<file path="src/rtl/audio_pkg.sv">
// audio_pkg: shared audio widths, stereo pair type and underrun saturation limit
package audio_pkg;
  localparam int AUDIO_SAMPLE_WIDTH = 16;
  localparam int AUDIO_SLOT_WIDTH = 32;
  localparam logic [7:0] UNDERRUN_MAX = 8'd255;
  typedef struct packed {
    logic [AUDIO_SAMPLE_WIDTH-1:0] l;
    logic [AUDIO_SAMPLE_WIDTH-1:0] r;
  } stereo_pair_t;
endpackage

</file>
<file path="src/rtl/sample_pair_fifo.sv">
// sample_pair_fifo: sync FIFO of packed stereo pairs; ports clock, reset, push, pop, wdata -> rdata (head), level, full, empty
module sample_pair_fifo #(
  parameter int W = 32,
  parameter int DEPTH = 4,
  localparam int AW = $clog2(DEPTH),
  localparam int LW = AW + 1
) (
  input  logic          clock,
  input  logic          reset,
  input  logic          push,
  input  logic          pop,
  input  logic [W-1:0]  wdata,
  output logic [W-1:0]  rdata,
  output logic [LW-1:0] level,
  output logic          full,
  output logic          empty
);
  logic [W-1:0] mem [DEPTH];
  logic [AW-1:0] wr, rd;
  logic do_push, do_pop;
  assign full = level == LW'(DEPTH);
  assign empty = level == '0;
  assign do_push = push && !full;
  assign do_pop = pop && !empty;
  assign rdata = mem[rd];
  always_ff @(posedge clock)
    if (do_push) mem[wr] <= wdata;
  always_ff @(posedge clock or posedge reset)
    if (reset) begin
      wr <= '0;
      rd <= '0;
      level <= '0;
    end else begin
      wr <= do_push ? wr + 1'b1 : wr;
      rd <= do_pop ? rd + 1'b1 : rd;
      level <= level + LW'(do_push) - LW'(do_pop);
    end
endmodule

</file>
<file path="src/rtl/audio_sample_serializer.sv">
// audio_sample_serializer: FIFO-buffered stereo I2S serializer (clock, reset, in_sample_l/r, in_valid -> out_ready, dac_data, dac_lrclk, frame_start, fifo_level, underrun_count); AUDIO_SER_HOLD_LAST_EN repeats the last pair on underrun
module audio_sample_serializer
  import audio_pkg::*;
#(
  parameter int SAMPLE_WIDTH = AUDIO_SAMPLE_WIDTH,
  parameter int SLOT_WIDTH = AUDIO_SLOT_WIDTH,
  parameter int FIFO_DEPTH = 4,
  localparam int LW = $clog2(FIFO_DEPTH) + 1
) (
  input  logic                    clock,
  input  logic                    reset,
  input  logic [SAMPLE_WIDTH-1:0] in_sample_l,
  input  logic [SAMPLE_WIDTH-1:0] in_sample_r,
  input  logic                    in_valid,
  output logic                    out_ready,
  output logic                    dac_data,
  output logic                    dac_lrclk,
  output logic                    frame_start,
  output logic [LW-1:0]           fifo_level,
  output logic [7:0]              underrun_count
);
  localparam int FRAME = 2 * SLOT_WIDTH;
  localparam int NW = $clog2(FRAME);
  localparam int PW = 2 * SAMPLE_WIDTH;
  logic [NW-1:0] n, n_nx, k_nx;
  logic last, lr_nx, in_bits, full, empty;
  logic [SAMPLE_WIDTH-1:0] sh_l, sh_r, ld_l, ld_r, fb_l, fb_r;
  logic [PW-1:0] head;
  assign last = n == NW'(FRAME - 1);
  assign n_nx = last ? '0 : n + 1'b1;
  assign lr_nx = n_nx >= NW'(SLOT_WIDTH);
  assign k_nx = lr_nx ? n_nx - NW'(SLOT_WIDTH) : n_nx;
  assign in_bits = k_nx != '0 && k_nx <= NW'(SAMPLE_WIDTH);
  assign out_ready = !full;
  assign {ld_l, ld_r} = empty ? {fb_l, fb_r} : head;
  sample_pair_fifo #(.W(PW), .DEPTH(FIFO_DEPTH)) u_fifo (
    .clock(clock),
    .reset(reset),
    .push(in_valid && !full),
    .pop(last && !empty),
    .wdata({in_sample_l, in_sample_r}),
    .rdata(head),
    .level(fifo_level),
    .full(full),
    .empty(empty)
  );
`ifdef AUDIO_SER_HOLD_LAST_EN
  always_ff @(posedge clock or posedge reset)
    if (reset) {fb_l, fb_r} <= '0;
    else if (last && !empty) {fb_l, fb_r} <= head;
`else
  assign fb_l = '0;
  assign fb_r = '0;
`endif
  // outputs are registered from the next count so each cycle shows the bit for its own n
  always_ff @(posedge clock or posedge reset)
    if (reset) begin
      n <= '0;
      sh_l <= '0;
      sh_r <= '0;
      dac_data <= 1'b0;
      dac_lrclk <= 1'b0;
      frame_start <= 1'b0;
      underrun_count <= '0;
    end else begin
      n <= n_nx;
      dac_lrclk <= lr_nx;
      frame_start <= n_nx == NW'(FRAME - 1);
      dac_data <= in_bits && (lr_nx ? sh_r[SAMPLE_WIDTH-1] : sh_l[SAMPLE_WIDTH-1]);
      if (last) begin
        sh_l <= ld_l;
        sh_r <= ld_r;
        underrun_count <= empty && underrun_count != UNDERRUN_MAX ? underrun_count + 1'b1 : underrun_count;
      end else if (in_bits && lr_nx) sh_r <= sh_r << 1;
      else if (in_bits) sh_l <= sh_l << 1;
    end
endmodule

</file>
<file path="config.mk">
export PLATFORM = sky130hd
export DESIGN_NAME = audio_sample_serializer
export DESIGN_NICKNAME = d
export VERILOG_FILES = /design/src/rtl/audio_pkg.sv /design/src/rtl/sample_pair_fifo.sv /design/src/rtl/audio_sample_serializer.sv
export SDC_FILE = /design/constraint.sdc
export NUM_CORES = 1
export LEC_CHECK = 0
export CORE_UTILIZATION = 60
export CTS_BUF_LIST = sky130_fd_sc_hd__clkbuf_8
export DETAILED_ROUTE_END_ITERATION = 12
export MAX_ROUTING_LAYER = met4
export PLACE_DENSITY_LB_ADDON = 0.08
export RECOVER_POWER = 100
export SLEW_MARGIN = 15
export SYNTH_ARGS = -nofsm -noshare
export SYNTH_HDL_FRONTEND = slang
export SYNTH_SLANG_ARGS = --single-unit
</file>
<file path="constraint.sdc">
create_clock -name clock -period 6 [get_ports clock]
set_input_delay 0.6 -clock clock [delete_from_list [all_inputs] [get_ports clock]]
set_output_delay 0.6 -clock clock [all_outputs]
set_load 0.02 [all_outputs]
</file>
==> results of run 1 <==
cell type report:
cell class / count / area [um^2]
inverters: 12 / 45.0
multi-input cells: 179 / 2080
repair buffers: 55 / 513
fillers: 838 / 3640
well taps: 168 / 210
clock inverters: 15 / 238
flip-flops and latches: 184 / 5250
clock buffers: 17 / 234
stage by stage:
stage | util | std cells
floorplan | - | 397
global placement | 0.674 | 598
detailed placement | 0.674 | 598
CTS | 0.713 | 630
global route | 0.702 | 630
finish | 0.702 | 630
worst max-delay path by stage:
stage / from / end / slack (ns) / depth (start not counted)
after floorplan: n[0] / u_fifo.level[1] / 3.75 / 8
after global placement: n[4] / u_fifo.level[1] / 3.56 / 7
after detailed placement: n[4] / u_fifo.level[1] / 3.50 / 7
after CTS: n[1] / u_fifo.level[1] / 3.50 / 8
after global routing: reset / u_fifo.rd[1] / 1.72 / 3
final: reset / u_fifo.rd[1] / 2.45 / 3
per-layer routing:
metal,GRT usage,up-vias
met5,-,-
met2,0.358,63
met4,0.0658,0
met3,0.0522,6
met1,0.266,1900
li1,-,1689
power groups by stage:
| stage | Combinational, mW | Clock [mW] | Sequential, mW |
|---|---|---|---|
| 2_1_floorplan | 0.00554 | 0 | 1.39 |
| 3_3_place_gp | 0.0376 | 0 | 1.39 |
| 3_5_place_dp | 0.0395 | 0 | 1.39 |
| 4_1_cts | 0.0396 | 0.971 | 1.36 |
| 5_1_grt | 0.0383 | 1.02 | 1.36 |
| 6_report | 0.0340 | 0.951 | 1.36 |
cells by family after synthesis:
| family | Yosys count | share of synthesized area |
|---|---|---|
| adders and majority gates | 10 | 0.0174 |
| buffers and inverters | 34 | 0.0253 |
| DFF | 184 | 0.688 |
| muxes | 65 | 0.162 |
| and+or+nand+nor | 44 | 0.0390 |
| xor gates and xnor gates | 16 | 0.0184 |
| AOI/OAI and AO/OA | 44 | 0.0499 |
state kept, by name, summed over array words and instances, names as in the netlist:
signal / flops
dac_data: 1
dac_lrclk: 1
frame_start: 1
n: 6
sh_l: 16
sh_r: 16
u_fifo.level: 3
u_fifo.mem: 128
u_fifo.rd: 2
u_fifo.wr: 2
underrun_count: 8
cell usage in the layout (no fill, tap or decap), types with 2 or more instances in the layout:
cell / Yosys / final
sky130_fd_sc_hd__inv_8: 0 / 3
sky130_fd_sc_hd__inv_1: 11 / 11
sky130_fd_sc_hd__clkinvlp_4: 0 / 2
sky130_fd_sc_hd__mux2_2: 14 / 14
sky130_fd_sc_hd__a21o_1: 3 / 3
sky130_fd_sc_hd__mux4_2: 10 / 10
sky130_fd_sc_hd__clkdlybuf4s50_1: 0 / 2
sky130_fd_sc_hd__mux2_1: 1 / 18
sky130_fd_sc_hd__o21ai_0: 1 / 3
sky130_fd_sc_hd__and4_1: 3 / 3
sky130_fd_sc_hd__dfrtp_2: 0 / 2
sky130_fd_sc_hd__xor2_1: 11 / 11
sky130_fd_sc_hd__nand3_1: 5 / 5
sky130_fd_sc_hd__a22o_1: 30 / 30
sky130_fd_sc_hd__bufinv_16: 0 / 5
sky130_fd_sc_hd__ha_1: 9 / 9
sky130_fd_sc_hd__dfrtp_1: 56 / 54
sky130_fd_sc_hd__nand2_1: 11 / 11
sky130_fd_sc_hd__nor2_1: 3 / 3
sky130_fd_sc_hd__nor3_1: 2 / 4
sky130_fd_sc_hd__dlygate4sd3_1: 0 / 47
sky130_fd_sc_hd__clkbuf_1: 4 / 6
sky130_fd_sc_hd__and3_1: 5 / 5
sky130_fd_sc_hd__clkbuf_8: 0 / 17
sky130_fd_sc_hd__and2_0: 1 / 4
sky130_fd_sc_hd__mux4_1: 22 / 22
sky130_fd_sc_hd__edfxtp_1: 128 / 128
sky130_fd_sc_hd__inv_6: 0 / 4
sky130_fd_sc_hd__nor4_1: 0 / 2
sky130_fd_sc_hd__o221ai_1: 2 / 2
sky130_fd_sc_hd__xnor2_1: 5 / 5
worst max-delay path: cells and delay by family:
kind / cells / cell delay, ns
buffers and inverters: 3 / 2.60
==> out/metrics.sh, run 1 <==
CP-END-KIND='asynchronous set/reset pin'
POSTSYNTHAREAPERCELL_UM2=19.2
ANTENNA_CELLS_INSERTED=0
NUMBER_OF_ANTENNA_VIOLATING_NETS_IN_THE_ROUTED_DESIGN=0
SYNTH_SEQ_AREA_SHARE=0.688
CELL_INTERNAL_PWR_mW=1.88
TIMING.HOLD.WORST_ENDPOINT='underrun_count[5]'
IR_DROP_mV=0.219
WORST_SLACK_NS=2.45
ROUTE.TOP_LAYER_USED='met4'
WORST_SLEW_PIN_SLEW_NS=3.02
NUM_ROWS=40
CLOCK_TREE.BUFFER_DEPTH=2
CP_SLOWEST_STAGE_DELAY_NS=2.13
GROUTE.USAGE.OVERALL=0.216
P_COMB_FRAC=0.014
PWR_DENSITY_CELL_nW_PER_UM2=274
TIMING.CRITICAL_PATH.FROM_TYPE='input port'
YS_TYPES=45
DP_HPWL_UM=6830
DRT-WIRELENGTH-PER-CELL_UM=19.1
M1WIRELENGTH_UM=5480
START_UTIL=0.624
YOSYS.AREA.TOP_TYPE_SHARE=0.504
VERTICAL_DIE_DIMENSION_UM=115
DETAILROUTE.VIA_COUNT=3658
P_LEAK_nW=3.23
FINALCRITICALPERIOD_NS=3.55
FINALHOLDVIOLCOUNT=0
TOTALNEGATIVESETUPSLACK_NS=0
SYNTHFLOPTYPE='sky130_fd_sc_hd__edfxtp_1'
TIMING.MAX_CAP.VIOLATIONS=7
GRT_START_MAX_NET_PINS=57
POSTPLACECELLAREA_UM2=8230
MAX-SLEW-MARGIN-REL=-1.01
DRT-TOTAL-WL_UM=12100
CTS_TREE='yes'
SYN-INSTANCE-COUNT=397
WORST_R2R_STARTPOINT='n[4]'
GLOBALROUTE.TOTALOVERFLOW=0
SYNTH.LARGEST_AREA_CELL='sky130_fd_sc_hd__edfxtp_1'
CP_DATA_ARRIVAL_TIME_NS=3.22
TIMING.RR.END='u_fifo.level[1]'
WORSTSETUPPATHTYPE='in -> async'
WARNINGS_SYNTHESIS=0
SHARE_SEQ_OF_TOTAL_POWER=0.580
FAILED_CHECKS='max-capacitance violations, max-slew violations'
DIE_WIDTH_UM=115
NETS=494
FIN_HOLD_WS_NS=0.485
CTS_SETUP_BUFFERS=0
CRITPATHREQUIREDTIME_NS=5.67
DRTPASS1ITERATIONS=7
CORE_UM2=12200
NUMBER_OF_SYNTHESIZED_FLOPS_WITH_AN_ENABLE_PIN=128
RSZ_0062_RAISED_AFTER_GLOBAL_ROUTING='false'
CLKSLEWWORSTSETUPHOLDPATHS_NS=0.09
CRITPATHSLOWESTCELL='sky130_fd_sc_hd__clkbuf_1'
CLOCK-SINKS=184
VIA_COUNT_OF_THE_FIRST_GLOBAL_ROUTING_PASS=3919
POWER_FRAC_CLOCK=0.406
SETUP_VIOL=0
DRT_FIRST_ITER_VIOLATIONS=225
NETLIST_TOP_CELLS_COUNT='sky130_fd_sc_hd__edfxtp_1, sky130_fd_sc_hd__dfrtp_1, sky130_fd_sc_hd__a22o_1'
FINALINSTANCEAREA_UM2=8570
HOLDPATHSTAGES=1
HOLDBUFCOUNTCTS=0
SLEW_VIOLATIONS=258
TIMING.CLOCK.SKEW_NS=0.0119
SYNTH.NET_COUNT=442
ROUTE.DETAILED.VIAS_PER_INST=5.81
SYNTH.AREA.TOP_CELLS='sky130_fd_sc_hd__edfxtp_1, sky130_fd_sc_hd__dfrtp_1, sky130_fd_sc_hd__mux4_1'
DIE-AREA_UM2=13200
FINAL.PERIOD_UTILIZATION=0.592
SWITCHING_SHARE=0.197
TIMING.CRITICAL_PATH.CELLS='clkdlybuf4s50_1 > clkinv_1 > clkbuf_1'
ROOT_BUF_CELL='sky130_fd_sc_hd__clkbuf_8'
SYNTHTOLAYOUTAREAGROWTH_PCT=12.3
SYNTH-SEQ-CELLS=184
GRT_ANTENNA_BEFORE_REPAIR=0
SWITCHINGPOWER_mW=0.462
TIMING.HOLD.WORST.START='underrun_count[5]'
PRECTSSETUPSLACK_NS=3.50
ASYNC_FLOP_SHARE=0.304
DRIVE_GT1_FRAC=0.132
PLACE.GP.CONGESTION=0.742
WORST_SKEW_PAIR_LATER_PIN_LATENCY_NS=0.46
WORST_R2R_PATH_DEPTH=7
CRITICAL_PATH.MAX_FANOUT=56
CTS_HTREE_LEVELS=4
BUFFER_PORTS.INSERTED=49
MET3_WIRELENGTH_UM=373
SETUP.REG_TO_REG.WORST_SLACK_NS=2.55
FMAX_MHz=281
CTSRESIZECOUNT=0
DESIGN_POWER_TOTAL_mW=2.34
WL_MET2_UM=6120
GLOBAL_ROUTE_WIRE_LENGTH_BEFORE_REPAIR_UM=19900
OUTCOME='finished with violations'
HOLD_REMOVAL_PATH_CLASS='reg -> reg'
POST_SYNTH_INSTANCE_AREA_UM2=7630
CTS_BUFFERS=17
IOPINCOUNT=50
POST-SYNTH-TOP-COUNT-CELL='sky130_fd_sc_hd__edfxtp_1'
DETAIL_ROUTE.DRC_VIOLATIONS=0
(Power assumes the default switching activity.)
==> inputs of run 2 (changes only) <==
CORE_UTILIZATION = 55   (was 60)
clock period = 2.9 ns   (was 6 ns; I/O delays follow)
==> out/metrics.sh, run 2 (synthesis results as in run 1) <==
OUTCOME='complete, no violations'
WORST_SLEW_PIN_SLEW_NS=1.26
ROOT_BUF_CELL='sky130_fd_sc_hd__clkbuf_8'
SLEW_VIOLATIONS=0
IOPINCOUNT=50
CORE_UM2=13400
DRTPASS1ITERATIONS=4
DRT_FIRST_ITER_VIOLATIONS=237
FINALHOLDVIOLCOUNT=0
NUMBER_OF_ANTENNA_VIOLATING_NETS_IN_THE_ROUTED_DESIGN=0
DRT-TOTAL-WL_UM=12400
GLOBALROUTE.TOTALOVERFLOW=0
CP-END-KIND='flip-flop'
HOLDPATHSTAGES=1
WORST_R2R_STARTPOINT='n[4]'
BUFFER_PORTS.INSERTED=49
DRT-WIRELENGTH-PER-CELL_UM=19.3
PLACE.GP.CONGESTION=0.804
TIMING.CRITICAL_PATH.CELLS='nand4_1 > or2_1 > a22o_1 > mux2_1'
VIA_COUNT_OF_THE_FIRST_GLOBAL_ROUTING_PASS=3968
LARGEST_REGISTER_FFS=128
MAX-SLEW-MARGIN-REL=0.157
GROUTE.USAGE.OVERALL=0.203
WORST_SKEW_PAIR_LATER_PIN_LATENCY_NS=0.45
ANTENNA_CELLS_INSERTED=0
SYNTHTOLAYOUTAREAGROWTH_PCT=12.1
FINAL_COMMON_CELL='sky130_fd_sc_hd__edfxtp_1'
SETUP.REG_TO_REG.WORST_SLACK_NS=0.63
TOTALNEGATIVESETUPSLACK_NS=0
FINISH.CELL_COUNT_WITHOUT_FILLERS=644
TIMING.CLOCK.SKEW_NS=0.00960
TIMING.CRITICAL_PATH.FROM_TYPE='flip-flop'
PLACE.DETAILED.INSTANCES=612
FINALINSTANCEAREA_UM2=8550
NETS=500
REGISTERS.TOP_BY_FF_COUNT='u_fifo.mem'
MOST-COMMON-LAYOUT-CELLS='sky130_fd_sc_hd__edfxtp_1, sky130_fd_sc_hd__dfrtp_1, sky130_fd_sc_hd__dlygate4sd3_1'
TIMING.CRITICAL_PATH.MAX_DELAY_FAMILY='simple AND/OR/NAND/NOR gates'
PWR_DENSITY_CELL_nW_PER_UM2=534
DIE-AREA_UM2=14300
SETUP_VIOL=0
WORST_R2R_PATH_DEPTH=4
P_LEAK_nW=3.25
DIE_WIDTH_UM=120
CRITPATHSLOWESTCELL='sky130_fd_sc_hd__or2_1'
TIMING.HOLD.WORST.START='underrun_count[5]'
RSZ_0062_RAISED_AFTER_GLOBAL_ROUTING='false'
CLKSLEWWORSTSETUPHOLDPATHS_NS=0.08
CRITICAL_PATH_BUF_INV_COUNT=0
POSTPLACECELLAREA_UM2=8310
GRT_START_MAX_NET_PINS=35
GLOBAL_ROUTE_WIRE_LENGTH_BEFORE_REPAIR_UM=20700
CTS_TREE='yes'
CLOCK-SINKS=184
WORST_SLACK_NS=0.631
GRT_ANTENNA_BEFORE_REPAIR=0
DP_HPWL_UM=7540
IR_DROP_mV=0.461
CP_DATA_ARRIVAL_TIME_NS=2.60
HOLD_REMOVAL_PATH_CLASS='reg -> reg'
CTSRESIZECOUNT=0
CLOCK_TREE.BUFFER_DEPTH=2
TIMING.MAX_CAP.VIOLATIONS=0
CTS_HTREE_LEVELS=4
CTS_BUFFERS=17
HOLDBUFCOUNTCTS=0
CP_SLOWEST_STAGE_DELAY_NS=0.65
TIMING.RR.END='sh_l[3]'
TIMING.HOLD.WORST_ENDPOINT='underrun_count[5]'
FINAL.PERIOD_UTILIZATION=0.782
CTS_SETUP_BUFFERS=0
ROUTE.DETAILED.VIAS_PER_INST=5.68
CRITPATHREQUIREDTIME_NS=3.23
DRIVE_GT1_FRAC=0.141
NUM_ROWS=42
DETAILROUTE.VIA_COUNT=3656
DETAIL_ROUTE.DRC_VIOLATIONS=0
REG.LARGEST.LIST='u_fifo.mem x128, sh_l x16, sh_r x16'
PRECTSSETUPSLACK_NS=0.596
FMAX_MHz=441
FINALCRITICALPERIOD_NS=2.27
CRITICAL_PATH.MAX_FANOUT=32
WORSTSETUPPATHTYPE='reg -> reg'
START_UTIL=0.569
VERTICAL_DIE_DIMENSION_UM=120
==> run 2: where the power goes <==
part           switching, mW  internal [mW]
sequential                 0           2.81
clock                  0.845          0.838
combinational         0.0386         0.0323
total                  0.884           3.68
==> run 2: how the worst max path moves through the flow <==
stage,startpoint,endpoint,slack (ns),cells after the start
5_1_grt,reset,sh_r[10],0.39,3
4_1_cts,n[4],sh_l[11],0.58,4
3_3_place_gp,n[1],sh_l[5],0.67,5
3_5_place_dp,n[4],sh_l[11],0.60,4
2_1_floorplan,n[0],u_fifo.level[1],0.65,8
6_report,n[4],sh_l[3],0.63,4
==> run 2: area by class of cell <==
cell class / instances / area, um^2
Clock buffer: 17 / 234
Sequential cell: 184 / 5250
Tap cell: 176 / 220
Timing Repair Buffer: 61 / 573
Inverter: 12 / 45.0
Clock inverter: 15 / 164
Multi-Input combinational cell: 179 / 2070
Fill cell: 982 / 4850
==> run 2: through the flow <==
step           power [mW]  utilization  hold slack [ns]
2_1_floorplan        2.88            -            0.389
4_1_cts              4.63        0.650            0.276
5_1_grt              4.72        0.638            0.511
3_3_place_gp         2.95        0.620            0.476
6_report             4.57        0.638            0.487
3_5_place_dp         2.95        0.620            0.484
==> run 2: worst reg2reg max path: stages, from the launching register on <==
cell                      delay, ns
sky130_fd_sc_hd__dfrtp_1       0.59
sky130_fd_sc_hd__nand4_1       0.20
sky130_fd_sc_hd__or2_1         0.65
sky130_fd_sc_hd__a22o_1        0.42
sky130_fd_sc_hd__mux2_1        0.30
==> run 2: routing by layer <==
layer,vias up,global-route usage,routed length (um)
li1,1696,-,-
met1,1882,0.246,5410
met2,69,0.336,6430
met3,9,0.0428,457
met4,0,0.0773,107
met5,-,-,0
